### src/rtl/keypad_pkg.sv
// Shared types, dimensions and frame-decode helpers for the 4x4 keypad scanner.
// Pure declarations: no latency, no flow control.
package keypad_pkg;

    typedef enum logic [1:0] {
        IDLE     = 2'd0,
        DEBOUNCE = 2'd1,
        PRESSED  = 2'd2,
        RELEASE  = 2'd3
    } state_t;

    localparam int NUM_COLS = 4;
    localparam int NUM_ROWS = 4;
    localparam int KEY_W    = 4;
    localparam int NUM_KEYS = NUM_ROWS * NUM_COLS;

    function automatic logic [KEY_W-1:0] lowest_key(input logic [NUM_KEYS-1:0] mask);
        logic [KEY_W-1:0] k;
        k = '0;
        for (int i = NUM_KEYS - 1; i >= 0; i--) begin
            if (mask[i]) k = KEY_W'(i);
        end
        return k;
    endfunction

    function automatic logic multi_key(input logic [NUM_KEYS-1:0] mask);
        return |(mask & (mask - NUM_KEYS'(1)));
    endfunction

endpackage

### src/rtl/row_sync.sv
// Two-flop synchronizer for the asynchronous keypad row lines; reset loads rst_val.
// Latency 2 cycles; no backpressure.
module row_sync #(
    parameter int WIDTH = 4
) (
    input  logic             clk,
    input  logic             rst,
    input  logic [WIDTH-1:0] rst_val,
    input  logic [WIDTH-1:0] d,
    output logic [WIDTH-1:0] q
);

    logic [WIDTH-1:0] meta_q;
    logic [WIDTH-1:0] sync_q;

    always_ff @(posedge clk or negedge rst) begin
        if (!rst) begin
            meta_q <= rst_val;
            sync_q <= rst_val;
        end else begin
            meta_q <= d;
            sync_q <= meta_q;
        end
    end

    assign q = sync_q;

endmodule

### src/rtl/keypad_scanner.sv
// 4x4 active-low keypad scanner with frame debounce; key_valid one cycle after the accepting frame.
// No backpressure. KEYPAD_MULTI_REJECT_EN: frames with more than one key pressed count as empty.
module keypad_scanner
    import keypad_pkg::*;
#(
    parameter int SCAN_DIV     = 1000,
    parameter int DEBOUNCE_CNT = 4
) (
    input  logic             clk,
    input  logic             rst,
    input  logic [3:0]       row,
    output logic [3:0]       col,
    output logic [KEY_W-1:0] key_code,
    output logic             key_valid,
    output logic             key_held
);

    localparam int DIV_W = $clog2(SCAN_DIV);
    localparam int CNT_W = $clog2(DEBOUNCE_CNT + 1);
    localparam logic [DIV_W-1:0] DWELL_LAST = DIV_W'(SCAN_DIV - 1);
    localparam logic [CNT_W-1:0] CNT_MAX    = CNT_W'(DEBOUNCE_CNT);
    localparam logic [CNT_W-1:0] CNT_ONE    = CNT_W'(1);

    logic [NUM_ROWS-1:0] row_s;

    row_sync #(.WIDTH(NUM_ROWS)) u_row_sync (
        .clk     (clk),
        .rst     (rst),
        .rst_val ({NUM_ROWS{1'b1}}),
        .d       (row),
        .q       (row_s)
    );

    logic [DIV_W-1:0]    dwell_q;
    logic [1:0]          col_idx_q;
    logic [NUM_KEYS-1:0] frame_q, frame_d;
    state_t              state_q, state_d;
    logic [KEY_W-1:0]    cand_q, cand_d;
    logic [CNT_W-1:0]    cnt_q, cnt_d;
    logic [KEY_W-1:0]    key_code_q, key_code_d;
    logic                key_valid_q, key_valid_d;
    logic                key_held_q, key_held_d;

    logic                sample;
    logic                frame_eval;
    logic                hit;
    logic [KEY_W-1:0]    hit_key;
    logic                has_cand;
    logic [CNT_W-1:0]    cnt_inc;

    assign sample     = (dwell_q == DWELL_LAST);
    assign frame_eval = sample && (col_idx_q == 2'd3);

    // frame_d holds this frame's pressed-key map including the column sampled right now.
    always_comb begin
        frame_d = frame_q;
        if (sample) begin
            for (int r = 0; r < NUM_ROWS; r++) begin
                frame_d[{r[1:0], col_idx_q}] = ~row_s[r[1:0]];
            end
        end
    end

    assign hit_key  = lowest_key(frame_d);
    assign has_cand = frame_d[cand_q];
`ifdef KEYPAD_MULTI_REJECT_EN
    assign hit      = (|frame_d) && !multi_key(frame_d);
`else
    assign hit      = |frame_d;
`endif
    assign cnt_inc  = (cnt_q == CNT_MAX) ? cnt_q : cnt_q + CNT_ONE;

    always_ff @(posedge clk or negedge rst) begin
        if (!rst) begin
            dwell_q   <= '0;
            col_idx_q <= '0;
            frame_q   <= '0;
        end else begin
            dwell_q   <= sample ? '0 : dwell_q + DIV_W'(1);
            col_idx_q <= sample ? col_idx_q + 2'd1 : col_idx_q;
            frame_q   <= frame_eval ? '0 : frame_d;
        end
    end

    always_comb begin
        state_d     = state_q;
        cand_d      = cand_q;
        cnt_d       = cnt_q;
        key_code_d  = key_code_q;
        key_valid_d = 1'b0;
        key_held_d  = key_held_q;
        if (frame_eval) begin
            case (state_q)
                IDLE: begin
                    if (hit) begin
                        cand_d  = hit_key;
                        cnt_d   = CNT_ONE;
                        state_d = DEBOUNCE;
                    end
                end
                DEBOUNCE: begin
                    if (!hit) begin
                        cnt_d   = '0;
                        state_d = IDLE;
                    end else if (hit_key == cand_q) begin
                        cnt_d = cnt_inc;
                    end else begin
                        cand_d = hit_key;
                        cnt_d  = CNT_ONE;
                    end
                end
                PRESSED: begin
                    if (!has_cand) begin
                        cnt_d   = CNT_ONE;
                        state_d = RELEASE;
                    end
                end
                RELEASE: begin
                    if (has_cand) state_d = PRESSED;
                    else          cnt_d   = cnt_inc;
                end
                default: state_d = IDLE;
            endcase

            // Acceptance is checked after the update so DEBOUNCE_CNT=1 accepts straight from IDLE.
            if ((state_q == IDLE || state_q == DEBOUNCE) && hit && cnt_d == CNT_MAX) begin
                key_code_d  = cand_d;
                key_valid_d = 1'b1;
                key_held_d  = 1'b1;
                state_d     = PRESSED;
            end
            if ((state_q == PRESSED || state_q == RELEASE) && !has_cand && cnt_d == CNT_MAX) begin
                key_held_d = 1'b0;
                cnt_d      = '0;
                state_d    = IDLE;
            end
        end
    end

    always_ff @(posedge clk or negedge rst) begin
        if (!rst) begin
            state_q     <= IDLE;
            cand_q      <= '0;
            cnt_q       <= '0;
            key_code_q  <= '0;
            key_valid_q <= 1'b0;
            key_held_q  <= 1'b0;
        end else begin
            state_q     <= state_d;
            cand_q      <= cand_d;
            cnt_q       <= cnt_d;
            key_code_q  <= key_code_d;
            key_valid_q <= key_valid_d;
            key_held_q  <= key_held_d;
        end
    end

    assign col       = ~(4'b0001 << col_idx_q);
    assign key_code  = key_code_q;
    assign key_valid = key_valid_q;
    assign key_held  = key_held_q;

endmodule

### config.mk
export PLATFORM = sky130hd
export DESIGN_NAME = keypad_scanner
export DESIGN_NICKNAME = d
export VERILOG_FILES = /design/src/rtl/keypad_pkg.sv /design/src/rtl/row_sync.sv /design/src/rtl/keypad_scanner.sv
export SDC_FILE = /design/constraint.sdc
export NUM_CORES = 1
export LEC_CHECK = 0
export CAP_MARGIN = 40
export CORE_ASPECT_RATIO = 0.5
export CORE_UTILIZATION = 49
export DETAILED_ROUTE_END_ITERATION = 12
export DONT_BUFFER_PORTS = 1
export PLACE_DENSITY = 0.66
export SYNTH_ARGS = -nofsm -noshare
export SYNTH_HDL_FRONTEND = slang
export SYNTH_SLANG_ARGS = --single-unit
### constraint.sdc
create_clock -name clk -period 3.9 [get_ports clk]
set_input_delay 0.39 -clock clk [delete_from_list [all_inputs] [get_ports clk]]
set_output_delay 0.39 -clock clk [all_outputs]
set_load 0.05 [all_outputs]
== Yosys cells after proc, flatten, opt, wreduce, memory -nomap -nowiden ==
Index checks and enable logic that the tools add are counted.
Word-level totals
  flip-flop bits (word level): 51
  input bits: 6
  output and inout bits: 10
  logic and storage cells: 116
Cells by class
  add/sub/neg operators: 3
  magnitude comparators: 9
  equality and inequality tests: 12
  shift-type cells: 1
  muxes and demuxes: 57
  bitwise logic cells: 5
  reductions and logical operators: 18
Operators by type and width (number)
  4-bit two-way mux: 19
  16-bit bitwise mux: 4
  16-bit two-way mux: 2
  3-bit two-way mux: 8
  16-bit OR reduction: 1
  4-bit by 5-bit < comparator with 1-bit output (second input constant): 3
  2-bit two-way mux: 6
  3-bit case mux with 4 select lines: 1
  10-bit by 1-bit adder with 10-bit output (second input constant): 1
  10-bit equality test (second input constant): 1
  10-bit two-way mux: 1
  1-bit logical AND: 9
  1-bit two-way mux: 9
  1-bit demux with 2-bit select: 4
  4-bit by 1-bit >= comparator with 1-bit output (second input constant): 2
  4-bit by 2-bit inequality test with 1-bit output (second input constant): 2
  4-bit by 3-bit inequality test with 1-bit output (second input constant): 2
  2-bit case mux with 4 select lines: 1
  4-bit case mux with 2 select lines: 1
  2-bit equality test (second input constant): 3
  3-bit equality test (second input constant): 2
  2-bit by 5-bit < comparator with 1-bit output (second input constant): 1
  3-bit by 5-bit < comparator with 1-bit output (second input constant): 1
  5-bit AND reduction: 1
  15 further kinds: 20

== Longest topological paths before layout ==
  word-level depth: 34
  depth in mapped cells: 15
  gate-level depth less buffers: 13

== Least setup slack after synthesis ==
No wires, ideal clock.
  path kind: register to register
  start: register dwell_q[0]
  end: register key_code_q[3], in the netlist key_code[3]
  setup time: 122 ps
  arrival: 3611 ps
  data required time: 3778 ps
  path slack: 167 ps
  stages on the path, launching flop included: 14
  buffers on the path: 1
  clock period less this slack: 3733 ps
  cells stage by stage: dfrtp_1 > ha_1 > and4_1 > buf_4 > nand4_4 > mux2_4 > or4b_4 > nor2_2 > a21oi_1 > o32ai_1 > and3_4 > o221ai_2 > or4_1 > o22a_1
Between the ends
  cells in the longest elaborated chain, start to end: 26
  elaborated cells between the ends (all ways): 38
  classes of those cells: eq/ne: 3; mux: 30; reduce/logical: 5
Ends and longest elaborated chain
  start, declared: line keypad_scanner.sv:34  | logic [DIV_W-1:0] dwell_q;
  start signal, assigned: line keypad_scanner.sv:79  | dwell_q <= sample ? '0 : dwell_q + DIV_W'(1);
  10-bit equality test (*): line keypad_scanner.sv:51  | assign sample = (dwell_q == DWELL_LAST);
  16-bit two-way mux: line keypad_scanner.sv:57  | if (sample) begin
  4-bit two-way mux (16 in a row): line keypad_pkg.sv:21  | if (mask[i]) k = KEY_W'(i);
  4-bit equality test: line keypad_scanner.sv:105  | end else if (hit_key == cand_q) begin
  3-bit two-way mux: line keypad_scanner.sv:105
  3-bit two-way mux: line keypad_scanner.sv:102  | if (!hit) begin
  3-bit case mux with 4 select lines: line keypad_scanner.sv:93  | case (state_q)
  3-bit two-way mux: line keypad_scanner.sv:92  | if (frame_eval) begin
  3-bit equality test: line keypad_scanner.sv:126  | if ((state_q == IDLE || state_q == DEBOUNCE) && hit && cnt_d == CNT_MAX) begin
  1-bit logical AND: line keypad_scanner.sv:126
  2-bit AND reduction (no source line)
  end signal, assigned: line keypad_scanner.sv:152  | key_code_q <= key_code_d;
  end, declared: line keypad_scanner.sv:40  | logic [KEY_W-1:0] key_code_q, key_code_d;
Mark *: on every way between the ends. The rest lies on a longest branch, timed or not. The select of a mux whose other input is x is not followed.
A chain may end at the register's enable or synchronous reset.

== Final worst setup path ==
  start: register dwell_q[3]
  end: register key_code_q[3], in the netlist key_code[3]
Same word-level chain as after synthesis.

==> run metrics <==
run status finished, final reports clean; setup_tns 0 ns; Slew HR 58.7%; Pwr Total around 1.1 mW; Synth area leaders dfrtp_1, dfstp_2, mux2i_1, nor2_1, nand2_1; worst-skew pair later-pin latency roughly 0.29 ns; share of cells above drive strength 1 approximately 27%; Cell Area, Synth about 0.0032 mm²; area delta synth->final 25.0%; MaxCap Viol Count 0; most used flip-flop cell after synthesis dfrtp_1; Layout Nets 398; DP Wirelength around 5700 µm; Yosys top cell area share about a third; First-pass DRT Iterations 4; switching share of power 20.2%; Avg Inst Size Synth 9.26 µm²; CTS tree yes; row count 20; Final Cell Area 0.00398 mm²; CTS Buf Count 5; number of synthesized flops with an enable pin 0; Post-Synthesis Cells about 340; Synth warnings 0; Worst Tran Pin Value about 0.61 ns; initial antenna violation count 0; length of routed met3 wiring 557 µm; M1 WL 4030 µm; htree depth 2; dpl ws -0.143 ns; total gr overflow 0; top-count cell post-synth dfrtp_1; Yosys cell types 67; sequential area share after synthesis 40.4%; top sig layer met4; # diodes 0; CTS clock-pin slew for the worst setup and hold paths 0.07 ns; routed length per instance 17.4 µm; Clk pwr share roughly half; die area roughly 0.0068 mm²; vias in the first global route between 2000 and 3000; asr flop ratio synth 100%; Synth Net Count roughly 360; Combinational Power Share under 10%; buffers added on ports 0; die extent in y 59.0 µm; Core Box Area 0.00618 mm²; PnR worst setup slack around 0.13 ns; power per cell area around 270 mW/mm²; VDD IR max around 0.00019 V; fin crit period 3.77 ns; Worst Skew about 0.0095 ns; Worst Setup Start Kind flip-flop; fmax 265 MHz; Final Hold Vio Count 0; clk sink count 51; metal2 WL approximately 3600 µm; synth cell count leaders dfrtp_1, nor2_1, nand2_1; unrepaired setup endpoints after global routing false; via/cell ratio between 5 and 6; Final period util between 90% and 100%; Placement Cell Area around 0.0035 mm²; via count around 2800; Crit Path Class reg2reg; post-route ant nets 0; CTS Root Cell clkbuf_16; Crit path largest cell delay ~0.57 ns; Seq pwr share roughly 50%; Initial Util between 50% and 60%; NetSw about 0.22 mW; internal power 0.864 mW; Ports 16; first-pass GRT wire length 13200 µm; DIE WIDTH about 120 µm; Max Slew Vio Count 0; total global-route track usage about a quarter; leading area contributor after synthesis dfrtp_1; initial DRC count approximately 200; #FFs+latches synth 51; hold crit path type in2reg; routability cong. 0.930; Critical Path Sink Type flip-flop; CP max stage cell or4b_4; Arrival @ worst endpoint 3.96 ns; CTS max path bufs 2; crit path cell chain buf_4 -> nor3b_4 -> buf_6 -> nand4_4 -> mux2_4 -> or4b_4 -> nor4b_1 -> a311oi_2 -> o32ai_2 -> and3_4 -> a41o_1 -> or4_1 -> o22a_1; # setup viols final 0; crit path max fanout 5; largest net degree at the start of global routing 52; DRC Markers 0; Routed WL around 8300 µm; WP data required 4.08 ns; LEAKAGE approximately 1.8 nW
==> layer usage <==
layer  GRT usage, %  vias up
met3           6.34       16
met5              0        -
met1           37.0     1356
met4           8.06        0
met2           38.5      112
li1               -     1334
==> per-stage QoR <==
stage | hold slack [ns] | cells | utilization [%]
global placement | 0.0957 | 454 | 56.8
global route | 0.0729 | 474 | 64.4
floorplan | 0.0944 | 344 | -
finish | 0.0849 | 474 | 64.4
CTS | 0.0826 | 465 | 60.8
detailed placement | 0.0957 | 454 | 56.8
==> cells in the final DEF, fill, tap and decap left out, types with 3 or more instances in the layout <==
master / count
a21oi_1: 10
a31oi_1: 4
and2_1: 3
buf_4: 44
buf_6: 3
clkbuf_16: 5
dfrtp_1: 43
dfstp_2: 8
ha_1: 4
inv_1: 20
mux2_2: 5
mux2i_1: 13
mux2i_4: 4
nand2_1: 30
nand2b_1: 4
nand3_1: 8
nand4_1: 5
nor2_1: 36
nor2b_1: 11
nor3_1: 10
nor4_1: 4
o211a_1: 3
o21a_1: 5
o21ai_0: 20
o41ai_1: 3
xnor2_1: 6
==> state kept, by name, indices dropped and copies added (netlist names) <==
name,count
cand_q,4
cnt_q,3
col_idx_q,2
dwell_q,10
frame_q,16
key_code,4
key_held,1
key_valid,1
state_q,2
u_row_sync.meta_q,4
u_row_sync.q,4
==> cells by family after synthesis <==
family | count (synthesis) | share of synthesized area [%]
DFF | 51 | 40.4
xor gates and xnor gates | 8 | 2.20
muxes | 25 | 8.21
AOI/OAI and AO/OA | 74 | 16.5
and+or+nand+nor | 142 | 25.3
adders and majority gates | 7 | 2.75
buffers and inverters | 37 | 4.64
==> layout make-up <==
cell class / instances / area (µm²)
inverters: 21 / 78.8
well taps: 88 / 110
flip-flops and latches: 51 / 1290
repair buffers: 50 / 407
clock inverters: 2 / 38.8
clock buffers: 6 / 139
multi-input cells: 256 / 1920
fillers: 527 / 2200
==> worst max-delay path, delay by kind of cell, from the launching register on <==
kind | cells | cell delay, ns
flops | 1 | 0.38
compound gates | 4 | 0.86
mux | 1 | 0.35
buf+inv | 2 | 0.31
simple gates | 6 | 1.76
==> power groups by stage <==
stage                     sequential (mW)  clock (mW)  combinational (mW)
after floorplan                     0.548           0             0.00264
after global placement              0.549           0             0.00326
after detailed placement            0.549           0             0.00342
after CTS                           0.539       0.531              0.0189
after global routing                0.540       0.555              0.0215
final                               0.539       0.525              0.0186
==> worst paths after layout <==
check | slack [ns] | cells past startpoint | end | startpoint
min in group asynchronous | 0.61 | 2 | dwell_q[3] | rst
worst max-delay path | 0.13 | 13 | key_code[3] | dwell_q[3]
worst min register to register | 0.36 | 0 | u_row_sync.q[1] | u_row_sync.meta_q[1]
max in group asynchronous | 3.02 | 2 | u_row_sync.meta_q[2] | rst
worst min-delay path | 0.08 | 0 | u_row_sync.meta_q[0] | row[0]
worst max register to register | 0.13 | 13 | key_code[3] | dwell_q[3]
==> timing repair <==
action,CTS,global route
setup buffers,1,8
hold buffers,2,0
resized for setup,5,31
cloned,0,1
hold endpoints to repair,51,0
setup endpoints to repair,7,7
pin swaps,0,14
No activity file was read; power rests on OpenSTA's default activity.
